$ cat src/rtl/calc_sequencer.sv
// Multi-cycle command sequencer for the 8-register calculator: LOADI, ALU, ITER and READ.
// Optional CALC_SEQ_CARRY_STOP_EN: an ITER command stops after the first WB that follows a carry.
module calc_sequencer #(
    parameter int unsigned CNT_W     = 4,
    parameter logic [3:0]  PASS_FUNC = 4'd0
) (
    input  logic             Clk,
    input  logic             Rst_n,
    input  logic             cmd_valid,
    output logic             cmd_ready,
    input  logic [1:0]       cmd_op,
    input  logic [3:0]       cmd_func,
    input  logic [2:0]       cmd_rd,
    input  logic [2:0]       cmd_rs,
    input  logic [7:0]       cmd_imm,
    input  logic [CNT_W-1:0] cmd_cnt,
    output logic             calc_WEN,
    output logic [2:0]       calc_RW,
    output logic [2:0]       calc_RX,
    output logic [2:0]       calc_RY,
    output logic [7:0]       calc_DataIn,
    output logic             calc_Sel,
    output logic [3:0]       calc_Ctrl,
    input  logic [7:0]       calc_busY,
    input  logic             calc_Carry,
    output logic             done,
    output logic [7:0]       result,
    output logic             carry_out,
    output logic             busy
);

    typedef enum logic [1:0] {IDLE, EXEC, WB, DONE} state_t;

    localparam logic [1:0] OP_LOADI = 2'b00;
    localparam logic [1:0] OP_ALU   = 2'b01;
    localparam logic [1:0] OP_ITER  = 2'b10;
    localparam logic [1:0] OP_READ  = 2'b11;

    state_t             state, state_d;
    logic [1:0]         op_q, op_d;
    logic [3:0]         func_q, func_d;
    logic [2:0]         rd_q, rd_d;
    logic [2:0]         rs_q, rs_d;
    logic [7:0]         imm_q, imm_d;
    logic [CNT_W-1:0]   cnt_q, cnt_d;
    logic [7:0]         result_d;
    logic               carry_d;

    logic               wen_d, sel_d;
    logic [2:0]         rw_d, rxy_d;
    logic [7:0]         din_d;
    logic [3:0]         ctrl_d;

    // Next-state, command latch and capture logic
    always_comb begin
        state_d  = state;
        op_d     = op_q;
        func_d   = func_q;
        rd_d     = rd_q;
        rs_d     = rs_q;
        imm_d    = imm_q;
        cnt_d    = cnt_q;
        result_d = result;
        carry_d  = carry_out;

        case (state)
            IDLE: begin
                if (cmd_valid) begin
                    op_d   = cmd_op;
                    func_d = cmd_func;
                    rd_d   = cmd_rd;
                    rs_d   = cmd_rs;
                    imm_d  = cmd_imm;
                    cnt_d  = cmd_cnt;
                    case (cmd_op)
                        OP_LOADI: begin
                            result_d = cmd_imm;
                            carry_d  = 1'b0;
                            state_d  = WB;
                        end
                        OP_ITER: begin
                            if (cmd_cnt == '0) begin
                                state_d = DONE;
                            end else begin
                                carry_d = 1'b0;
                                state_d = EXEC;
                            end
                        end
                        default: state_d = EXEC;
                    endcase
                end
            end
            EXEC: begin
                result_d = calc_busY;
                carry_d  = (op_q == OP_ITER) ? (carry_out | calc_Carry) : calc_Carry;
                state_d  = (op_q == OP_READ) ? DONE : WB;
            end
            WB: begin
                if (op_q == OP_ITER) begin
                    cnt_d = cnt_q - CNT_W'(1);
`ifdef CALC_SEQ_CARRY_STOP_EN
                    // carry_out was cleared at accept, so it is set only by this run's carries
                    state_d = ((cnt_d == '0) || carry_out) ? DONE : EXEC;
`else
                    state_d = (cnt_d == '0) ? DONE : EXEC;
`endif
                end else begin
                    state_d = DONE;
                end
            end
            default: state_d = IDLE;
        endcase
    end

    // Calculator port values for the upcoming state, registered below
    always_comb begin
        wen_d  = 1'b0;
        sel_d  = 1'b0;
        rw_d   = 3'd0;
        rxy_d  = 3'd0;
        din_d  = 8'd0;
        ctrl_d = 4'd0;
        case (state_d)
            EXEC: begin
                sel_d  = 1'b1;
                ctrl_d = func_d;
                din_d  = imm_d;
                rxy_d  = (op_d == OP_ITER) ? rd_d : rs_d;
                if (op_d == OP_READ) begin
                    ctrl_d = PASS_FUNC;
                    din_d  = 8'd0;
                end
            end
            WB: begin
                wen_d = 1'b1;
                rw_d  = rd_d;
                din_d = result_d;
            end
            default: ;
        endcase
    end

    always_ff @(posedge Clk or negedge Rst_n) begin
        if (!Rst_n) begin
            state       <= IDLE;
            op_q        <= 2'd0;
            func_q      <= 4'd0;
            rd_q        <= 3'd0;
            rs_q        <= 3'd0;
            imm_q       <= 8'd0;
            cnt_q       <= '0;
            result      <= 8'd0;
            carry_out   <= 1'b0;
            cmd_ready   <= 1'b1;
            busy        <= 1'b0;
            done        <= 1'b0;
            calc_WEN    <= 1'b0;
            calc_RW     <= 3'd0;
            calc_RX     <= 3'd0;
            calc_RY     <= 3'd0;
            calc_DataIn <= 8'd0;
            calc_Sel    <= 1'b0;
            calc_Ctrl   <= 4'd0;
        end else begin
            state       <= state_d;
            op_q        <= op_d;
            func_q      <= func_d;
            rd_q        <= rd_d;
            rs_q        <= rs_d;
            imm_q       <= imm_d;
            cnt_q       <= cnt_d;
            result      <= result_d;
            carry_out   <= carry_d;
            cmd_ready   <= (state_d == IDLE);
            busy        <= (state_d != IDLE);
            done        <= (state_d == DONE);
            calc_WEN    <= wen_d;
            calc_RW     <= rw_d;
            calc_RX     <= rxy_d;
            calc_RY     <= rxy_d;
            calc_DataIn <= din_d;
            calc_Sel    <= sel_d;
            calc_Ctrl   <= ctrl_d;
        end
    end

endmodule
$ cat config.mk
export PLATFORM = sky130hd
export DESIGN_NAME = calc_sequencer
export DESIGN_NICKNAME = d
export VERILOG_FILES = /design/src/rtl/calc_sequencer.sv
export SDC_FILE = /design/constraint.sdc
export NUM_CORES = 1
export LEC_CHECK = 0
export BUFFER_PORTS_ARGS = -buffer_cell sky130_fd_sc_hd__clkbuf_2
export CAP_MARGIN = 5
export CELL_PAD_IN_SITES_DETAIL_PLACEMENT = 0
export CELL_PAD_IN_SITES_GLOBAL_PLACEMENT = 1
export CORE_UTILIZATION = 40
export DETAILED_ROUTE_END_ITERATION = 12
export PLACE_DENSITY = 0.79
export SLEW_MARGIN = 0
export SYNTH_ARGS = -nofsm -noshare
export SYNTH_HDL_FRONTEND = slang
export SYNTH_SLANG_ARGS = --single-unit
$ cat constraint.sdc
create_clock -name Clk -period 3.2 [get_ports Clk]
set_input_delay 0.48 -clock Clk [delete_from_list [all_inputs] [get_ports Clk]]
set_output_delay 0.48 -clock Clk [all_outputs]
set_load 0.02 [all_outputs]
### Yosys cells after proc, flatten, opt, wreduce, memory -nomap -nowiden

Cells that the tools add are included.

* bits in registers: 58
* bits of input ports: 36
* word-level logic and storage cells: 81

* add/sub/neg operators: 1
* equality and inequality tests: 14
* multiplexer cells: 37
* bitwise logic cells: 1
* reduce and logical (&&, ||, !) cells: 10

Operators with widths (number)
* $mux W8: 5
* $pmux W8 S2: 2
* $mux W4: 6
* $mux W3: 7
* $eq A2 B2 Y1 const B: 8
* $mux W2: 6
* $logic_not A4 Y1: 2
* $pmux W4 S2: 1
* $logic_not A2 Y1: 3
* $mux W1: 6
* $pmux W2 S3: 1
* $reduce_bool A2 Y1: 3
* $eq A2 B1 Y1 const B: 2
* $ne A2 B2 Y1 const B: 2
* $pmux W1 S2: 2
* $pmux W2 S2: 1
* $reduce_and A4 Y1: 1
* $sub A4 B1 Y4 const B: 1
* $ne A3 B1 Y1 const B: 1
* $ne A3 B3 Y1 const B: 1
* $reduce_and A3 Y1: 1
* $or A1 B1 Y1: 1

### Longest topological paths before layout

Gate-level depths: netlist (run 1).

* depth after elaboration: 7
* gate-level depth with buffers: 10
* mapped depth without buffers: 10

### Worst setup path before layout (run 1)

No wires, ideal clock.

* path kind: register -> register
* start: register cnt_q[0]
* end: register calc_DataIn[1]
* arrival time: 1.856 ns
* path slack: 1.202 ns
* cell stages (with the launch flop): 11
* buffers on the path: 0
* period minus slack after synthesis: 1.998 ns
* cell sequence: dfrtp_1 > inv_1 > ha_1 > nand4b_1 > nand2_1 > a31oi_1 > o221a_2 > ha_1 > and2_1 > nand2_1 > o22ai_1

* cells in the longest elaborated chain, start to end: 7
* elaborated cells on any way between the ends: 8
* those cells by class: add/sub (1); eq/ne (2); mux (4); reduce/logical (1)

RTL lines
* start: declaration: RTL line 45 `logic [CNT_W-1:0] cnt_q, cnt_d;`
* start signal: assignment: RTL line 171 `cnt_q <= cnt_d;`
* $sub A4 B1 Y4 *: RTL line 100 `cnt_d = cnt_q - CNT_W'(1);`
* $logic_not A4 Y1 *: RTL line 105 `state_d = (cnt_d == '0) ? DONE : EXEC;`
* $mux W2 *: RTL line 105
* $mux W2 *: RTL line 99 `if (op_q == OP_ITER) begin`
* $pmux W2 S3 *: RTL line 66 `case (state)`
* $eq A2 B2 Y1 / $eq A2 B1 Y1 (equally long branches): RTL line 123 `case (state_d)`
* $pmux W8 S2 *: RTL line 123
* named net din_d[1]: RTL line 51 `logic [7:0] din_d;`
* end signal: assignment: RTL line 181 `calc_DataIn <= din_d;`
* end: declaration: RTL line 21 `output logic [7:0] calc_DataIn,`

The timed path passes the listed nets; every way through them passes the cells marked *.
A chain may end at the register's enable or synchronous reset.

### Worst setup path after layout (run 1)

* start: register cnt_q[0]
* end: register calc_DataIn[4]

The elaborated chain is that of the path after synthesis.

==> results.sh, run 1 <==
export IMPL_grt_max_degree=33
export IMPL_die_w_um=80.94
export IMPL_hold_ws_ns=0.1737
export IMPL_clock_sinks=58
export IMPL_yosysUniqueCellTypes=44
export IMPL_p_sw_share_pct=39.42
export IMPL_route_antenna_remaining_nets=0
export IMPL_synth_top_area_cell="dfrtp_1"
export IMPL_endpoint_kind="flop"
export IMPL_critPathKind="flop to flop"
export IMPL_clock_skew_ns=0.009159
export IMPL_wl_per_cell_um=14.62
export IMPL_grt_overflow_total=0
export IMPL_slew_viol_final=0
export IMPL_synth_compound_area_share_pct=12.10
export IMPL_netlist_area_um2=2492
export IMPL_switchingPower_mw=1.308
export IMPL_cts_inserted_buffers=9
export IMPL_finalWirelength_um=5250
export IMPL_synthAdderAreaFrac_pct=3.012
export IMPL_grt_pass1_vias=1755
export IMPL_hold_class="primary input to async pin"
export IMPL_synth_mux_area_share_pct=9.388
export IMPL_synth_xor_area_share_pct=0.3514
export IMPL_cts_resized=0
export IMPL_yosys_area_share_simple_pct=10.64
export IMPL_peakVddDrop_mv=0.4567
export IMPL_clk_latency_ns=0.33
export IMPL_synthesis_nets=247
export IMPL_place_congestion=0.7827
export IMPL_max_freq_ghz=0.4239
export IMPL_required_ns=3.45
export IMPL_setup_violations=0
export IMPL_pre_cts_ws_ns=0.8320
export IMPL_cp_start_kind="flop"
export IMPL_critical_path_arrival_ns=2.60
export IMPL_hold_viol=0
export IMPL_final_setup_worst_slack_ns=0.8409
export IMPL_cts_root_buffer="clkbuf_8"
export IMPL_powerDensity_nw_per_um2=1074
export IMPL_yosysWarnings=0
export IMPL_cts_tree="yes"
export IMPL_reg2reg_depth=10
export IMPL_syn_avg_cell_area_um2=12.16
export IMPL_p_comb_share_pct=42.7
export IMPL_layout_drive_gt1_share_pct=35.56
export IMPL_ioPinCount=71
export IMPL_async_flop_share_pct=100.0
export IMPL_ys_ff_latch=58
export IMPL_fillers=559
export IMPL_die_area_um2=6550
export IMPL_core_region_area_um2=5956
export IMPL_post_route_min_period_ns=2.359
export IMPL_max_slew_margin_rel_pct=54.87
export IMPL_numPortBuffers=70
export IMPL_yosys_top_cells_area="dfrtp_1, mux2_2, mux2i_1"
export IMPL_power_static_leakage_nw=1.576
export IMPL_drtIter0Drc=122
export IMPL_fin_util_pct=51.89
export IMPL_period_share_pct=73.72
export IMPL_antenna_found_initial=0
export IMPL_crit_fanout=9
export IMPL_vias=1820
export IMPL_die_h_um=80.94
export IMPL_status="completed"
export IMPL_synthToLayoutAreaGrowth_pct=24.00
export IMPL_dp_hpwl_um=3750
export IMPL_grt_usage_pct=18.47
export IMPL_p_int_mw=2.011
export IMPL_cap_violations=0
export IMPL_antenna_cells=0
export IMPL_synth_top_family_by_area="compound AO/OA/AOI/OAI gates"
export IMPL_drc=0
export IMPL_post_cts_buffers=0
export IMPL_via_per_inst=5.070
export IMPL_synth_main_ff_cell="dfrtp_1"
export IMPL_syn_inst=205
export IMPL_htree_levels=3
export IMPL_clk_pin_slew_ns=0.07
export IMPL_p_total_mw=3.319
export IMPL_hold_buffers=0
export IMPL_yosys_area_top_type_share_pct=57.23
export IMPL_clock_power_share_pct=19.7
export IMPL_grt_pass1_wl_um=8714
export IMPL_seq_area_frac_synth_pct=58.28
export IMPL_first_pass_iters=4
export IMPL_synth_edff_count=0
export IMPL_rows=28
export IMPL_grt_setup_unrepaired="no"
export IMPL_start_util_pct=41.85
export IMPL_max_slew_worst_pin_slew_ns=0.6770
export IMPL_setup_tns_ns=0
export IMPL_power_share_sequential_pct=37.5
export IMPL_layout_nets=321
export IMPL_clockBufferDepth=2
[per-layer routing]
metal	vias to the layer above	routed length, um	GRT usage (%)	part of all wire, %
li1	867	-	-	-
met1	883	2358	24.42	45
met2	61	2508	28.82	48
met3	9	290	4.494	5.5
met4	0	93	8.036	1.8
met5	-	0	0	0
[through the flow]
step | cell area [um2] | std cells
2_1_floorplan | 2492 | 205
3_3_place_gp | 2899 | 343
3_5_place_dp | 2899 | 343
4_1_cts | 3090 | 359
5_1_grt | 3090 | 359
6_report | 3090 | 359
[state kept, by name, summed over array words and instances, names as in the netlist, 2 cells and up]
name	count
cnt_q	4
rs_q	3
func_q	4
result	8
calc_DataIn	8
imm_q	8
state	2
calc_RW	3
op_q	2
calc_Ctrl	4
calc_RY	3
rd_q	3
[layout make-up]
cell class	count	area [um2]	area share [%]
sequential	58	1453	47.00
multi-input combinational	114	884.6	28.62
timing repair buffer	72	377.9	12.23
clock buffer	13	148.9	4.818
tap	75	93.84	3.036
inverter	24	90.09	2.915
clock inverter	3	42.54	1.377
[path summary, 6_finish.rpt]
check	startpoint	to	slack (ns)
worst max-delay path	cnt_q[0]	calc_DataIn[4]	0.84
min in group Clk	calc_Carry	carry_out	0.37
max in group asynchronous	Rst_n	cnt_q[0]	2.41
worst min-delay path	Rst_n	calc_RW[2]	0.17
worst min register to register	imm_q[5]	imm_q[5]	0.48
worst max register to register	cnt_q[0]	calc_DataIn[4]	0.84
[power by group through the flow]
stage	combinational (mW)	sequential (mW)	clock, mW
detailed placement	1.43	1.26	0
finish	1.42	1.25	0.654
global placement	1.40	1.25	0
floorplan	0.901	1.39	0
global route	1.59	1.28	0.707
CTS	1.44	1.25	0.669
[layout by cell type, fill, tap and decap left out, types with 3 or more instances in the layout]
cell      count
o21ai_0       7
or2_1         3
nor2b_1       6
mux2i_1      11
a21oi_1       3
a222oi_1      7
ha_1          6
nand2_1      10
clkbuf_8     10
and3_1        4
inv_1        24
clkbuf_1      3
nor2_1        9
mux2_2       11
clkbuf_2     70
nand2b_1      4
dfrtp_1      57
o22ai_1       7
a21boi_1      3
[cells in the mapped netlist, types with 2 or more instances]
master	n
dfrtp_1	57
inv_1	24
mux2_2	11
mux2i_1	11
nand2_1	10
nor2_1	9
a222oi_1	7
o21ai_0	7
o22ai_1	7
ha_1	6
nor2b_1	6
and3_1	4
buf_4	4
nand2b_1	4
a21boi_1	3
a21oi_1	3
or2_1	3
and2_1	2
buf_6	2
[worst max-delay path, stage by stage (launching register included)]
cell and delay [ns]:
dfrtp_1 0.40, inv_1 0.07, ha_1 0.23, nand4b_1 0.10, nand2_1 0.05, a31oi_1 0.23, o221a_2 0.26, ha_1 0.32
and2_1 0.20, nand2_1 0.18, o22ai_1 0.24
[cell families after synthesis]
| group | after synthesis |
|---|---|
| muxes | 22 |
| buffers and inverters | 33 |
| DFF | 58 |
| adders and majority gates | 6 |
| and+or+nand+nor | 45 |
| xor gates and xnor gates | 1 |
| AOI/OAI and AO/OA | 40 |
Note: power is estimated with default switching activity, not from simulation.
==> inputs of run 2 (changes only) <==
clock period = 2.4 ns   (was 3.2 ns; I/O delays follow)
==> results.sh, run 2 (synthesis gave the netlist of run 1 again) <==
export IMPL_status="completed"
export IMPL_antenna_cells=0
export IMPL_r2r_slack_ns=0.18
export IMPL_antenna_found_initial=0
export IMPL_post_route_min_period_ns=2.216
export IMPL_peakVddDrop_mv=0.6357
export IMPL_grt_max_degree=59
export IMPL_clk_latency_ns=0.33
export IMPL_cap_violations=0
export IMPL_hold_class="primary input to async pin"
export IMPL_period_share_pct=92.33
export IMPL_grt_pass1_vias=1815
export IMPL_start_util_pct=41.85
export IMPL_crit_fanout=7
export IMPL_finalWirelength_um=5263
export IMPL_clock_skew_ns=0.007192
export IMPL_critical_path_arrival_ns=2.40
export IMPL_reg_top3="calc_DataIn (8), imm_q (8), result (8)"
export IMPL_power_static_leakage_nw=1.597
export IMPL_critPathKind="flop to flop"
export IMPL_layout_commonest_cell="clkbuf_2"
export IMPL_p_total_mw=4.522
export IMPL_post_cts_buffers=0
export IMPL_die_area_um2=6550
export IMPL_most_common_layout_cells="clkbuf_2, dfrtp_1, inv_1"
export IMPL_endpoint_kind="flop"
export IMPL_drtIter0Drc=99
export IMPL_wl_per_cell_um=14.50
export IMPL_vias=1817
export IMPL_max_slew_margin_rel_pct=50.53
export IMPL_clock_sinks=58
export IMPL_grt_setup_unrepaired="no"
export IMPL_layout_nets=325
export IMPL_die_w_um=80.94
export IMPL_setup_violations=0
export IMPL_grt_overflow_total=0
export IMPL_hold_buffers=0
export IMPL_slew_viol_final=0
export IMPL_max_freq_ghz=0.4513
export IMPL_clk_pin_slew_ns=0.06
export IMPL_grt_usage_pct=18.06
export IMPL_hold_viol=0
export IMPL_first_pass_iters=4
export IMPL_cts_tree="yes"
export IMPL_rows=28
export IMPL_cts_inserted_buffers=9
export IMPL_required_ns=2.59
export IMPL_synthToLayoutAreaGrowth_pct=25.45
export IMPL_htree_levels=3
export IMPL_powerDensity_nw_per_um2=1446
export IMPL_die_h_um=80.94
export IMPL_via_per_inst=5.006
export IMPL_ioPinCount=71
export IMPL_numPortBuffers=70
export IMPL_route_antenna_remaining_nets=0
export IMPL_clockBufferDepth=2
export IMPL_cp_start_kind="flop"
export IMPL_place_congestion=0.7840
export IMPL_layout_drive_gt1_share_pct=37.85
export IMPL_setup_tns_ns=0
export IMPL_drc=0
export IMPL_dp_hpwl_um=3771
export IMPL_cts_root_buffer="clkbuf_8"
export IMPL_max_slew_worst_pin_slew_ns=0.7421
export IMPL_grt_pass1_wl_um=8583
export IMPL_core_region_area_um2=5956
run 2: path summary, 6_finish.rpt:
check | endpoint | start | depth (start not counted)
min | calc_RW[2] | Rst_n | 2
min reg2reg | imm_q[7] | imm_q[7] | 2
max in group asynchronous | imm_q[3] | Rst_n | 2
max reg2reg | calc_DataIn[0] | cnt_q[0] | 10
max | calc_DataIn[0] | cnt_q[0] | 10
min in group Clk | carry_out | calc_Carry | 3
run 2: critical path: stages (launching register included):
cell,delay (ns)
dfrtp_1,0.40
inv_1,0.08
ha_1,0.24
nand4b_1,0.11
nand2_1,0.06
a31oi_1,0.22
o221a_2,0.25
ha_1,0.26
and2_1,0.19
nand2_2,0.15
o22ai_1,0.12
run 2: layer usage:
layer | vias up | global-route usage, % | wire length, um
li1 | 874 | - | -
met1 | 881 | 22.12 | 2340
met2 | 50 | 29.24 | 2510
met3 | 12 | 5.955 | 317
met4 | 0 | 7.321 | 94
met5 | - | 0 | 0
run 2: where the power goes:
group	switching, mW	internal, mW	total [mW]
logic	1.18	0.795	1.98
clock network	0.380	0.534	0.914
registers	0.203	1.42	1.63
run 2: metrics by stage:
step	area (um2)	setup WS (ns)	std cells	util, %	hold slack (ns)
global placement	2917	0.1730	347	48.97	0.4614
global route	3127	0.03007	363	52.50	0.2471
floorplan	2492	0.4018	205	-	0.06441
finish	3127	0.1841	363	52.50	0.1680
detailed placement	2917	0.09616	347	48.97	0.4677
CTS	3122	0.1002	363	52.42	0.1946
run 2: layout make-up:
cell class,instances,area (um2)
clock buffer,12,155.1
clock inverter,4,50.05
fill,579,2829
inverter,24,90.09
multi-input combinational,114,889.6
sequential,58,1453
tap,75,93.84
timing repair buffer,76,395.4
run 2: what timing repair did:
action	4_1_cts	5_1_grt
resized for setup	0	2
setup endpoints to repair	0	7
endpoints found under the hold margin	0	0
==> inputs of run 3 (changes only) <==
clock period = 2.5 ns   (was 2.4 ns; I/O delays follow)
==> results.sh, run 3 (synthesis gave the netlist of run 1 again) <==
export IMPL_grt_pass1_wl_um=8528
export IMPL_instances_no_fill=363
export IMPL_post_dp_cell_area_um2=2917
export IMPL_layout_commonest_cell="clkbuf_2"
export IMPL_max_slew_worst_pin_slew_ns=0.6479
export IMPL_post_route_min_period_ns=2.301
export IMPL_drtIter0Drc=107
export IMPL_cts_root_buffer="clkbuf_8"
export IMPL_die_h_um=80.94
export IMPL_max_freq_ghz=0.4347
export IMPL_min_from="calc_Carry"
export IMPL_reg2reg_depth=10
export IMPL_ioPinCount=71
export IMPL_antenna_cells=0
export IMPL_clk_pin_slew_ns=0.06
export IMPL_htree_levels=3
export IMPL_slew_viol_final=0
export IMPL_cts_tree="yes"
export IMPL_grt_usage_pct=18.41
export IMPL_r2r_end="calc_DataIn[3]"
export IMPL_layout_nets=326
export IMPL_hold_buffers=1
export IMPL_cap_violations=0
export IMPL_wl_per_cell_um=14.59
export IMPL_setup_tns_ns=0
export IMPL_rows=28
export IMPL_grt_busiest_layer="met2"
export IMPL_first_pass_iters=7
export IMPL_grt_max_degree=26
export IMPL_antenna_found_initial=0
export IMPL_power_static_leakage_nw=1.578
export IMPL_grt_setup_unrepaired="no"
export IMPL_most_common_layout_cells="clkbuf_2, dfrtp_1, inv_1"
export IMPL_gr_usage_met2_pct=28.24
export IMPL_finalWirelength_um=5297
export IMPL_vias=1836
export IMPL_dp_hpwl_um=3819
export IMPL_period_share_pct=92.03
export IMPL_drc=0
export IMPL_hold_ws_ns=0.2603
export IMPL_cts_resized=0
export IMPL_layout_drive_gt1_share_pct=36.11
export IMPL_critPathKind="flop to flop"
export IMPL_clk_latency_ns=0.34
export IMPL_critical_path_arrival_ns=2.49
export IMPL_reg_top3="calc_DataIn (8), imm_q (8), result (8)"
export IMPL_die_w_um=80.94
export IMPL_clockBufferDepth=2
export IMPL_met1_usage_pct=22.32
export IMPL_place_congestion=0.7539
export IMPL_powerDensity_nw_per_um2=1348
export IMPL_start_util_pct=41.85
export IMPL_post_cts_buffers=0
export IMPL_r2r_start="cnt_q[0]"
export IMPL_endpoint_kind="flop"
export IMPL_die_area_um2=6550
export IMPL_clock_sinks=58
export IMPL_route_antenna_remaining_nets=0
export IMPL_worstHoldPathCells=3
export IMPL_r2r_slack_ns=0.20
export IMPL_p_total_mw=4.149
export IMPL_status="completed"
export IMPL_synthToLayoutAreaGrowth_pct=23.54
export IMPL_grt_pass1_vias=1801
export IMPL_hold_class="primary input to flop"
export IMPL_core_region_area_um2=5956
export IMPL_cts_inserted_buffers=9
export IMPL_dp_cells=347
export IMPL_crit_fanout=7
export IMPL_use_met3_pct=6.404
export IMPL_peakVddDrop_mv=0.6895
export IMPL_cp_start_kind="flop"
export IMPL_max_slew_margin_rel_pct=56.72
export IMPL_whs_endpoint="carry_out"
export IMPL_required_ns=2.69
export IMPL_final_area_um2=3079
export IMPL_clock_skew_ns=0.006394
export IMPL_hold_viol=0
export IMPL_setup_violations=0
export IMPL_grt_overflow_total=0
export IMPL_numPortBuffers=70
export IMPL_via_per_inst=5.058
run 3: changes by cell type in the layout (fill, tap and decap cells not counted):
cell           previous run  this run
clkinvlp_4                2         1
nand2_1                   8        10
bufinv_16                 1         0
dlygate4sd3_1             0         1
clkinv_2                  1         2
nand2_2                   2         0
clkbuf_8                 11         9
clkbuf_1                  1         3
run 3: final cells by class:
class,count,area (um2)
well taps,75,93.84
inverters,24,90.09
fillers,578,2877
clock inverters,3,17.52
clock buffers,12,135.1
repair buffers,77,405.4
multi-input cells,114,884.6
flip-flops and latches,58,1453
run 3: routing by layer:
layer | vias to the layer above | wire, um
li1 | 871 | -
met1 | 889 | 2300
met2 | 65 | 2523
met3 | 11 | 329
met4 | 0 | 144
met5 | - | 0
run 3: critical path, cell delays in order, from the launching register on:
cell	delay, ns
dfrtp_1	0.41
inv_1	0.08
ha_1	0.23
nand4b_1	0.10
nand2_1	0.05
a31oi_1	0.24
o221a_2	0.25
ha_1	0.26
and2_1	0.19
nand2_1	0.21
o22ai_1	0.13
run 3: power by group:
part | total, mW | internal [mW] | switching [mW]
Clock | 0.711 | 0.351 | 0.360
Combinational | 1.85 | 0.748 | 1.11
Sequential | 1.58 | 1.37 | 0.216
Total | 4.15 | 2.47 | 1.68
run 3: worst max-delay path by stage:
stage          cells after the start             end       start  slack [ns]
3_3_place_gp                      10  calc_DataIn[5]    cnt_q[0]        0.30
5_1_grt                           10  calc_DataIn[3]    cnt_q[0]        0.03
3_5_place_dp                       8  calc_DataIn[3]  cmd_cnt[0]        0.20
2_1_floorplan                     10  calc_DataIn[1]    cnt_q[0]        0.50
6_report                          10  calc_DataIn[3]    cnt_q[0]        0.20
4_1_cts                           10  calc_DataIn[7]    cnt_q[0]        0.22
run 3: per-stage QoR:
step,setup slack (ns),util [%]
after floorplan,0.5018,-
after global placement,0.3044,48.97
after detailed placement,0.1951,48.97
after CTS,0.2191,51.70
after global routing,0.02570,51.70
final,0.1993,51.70
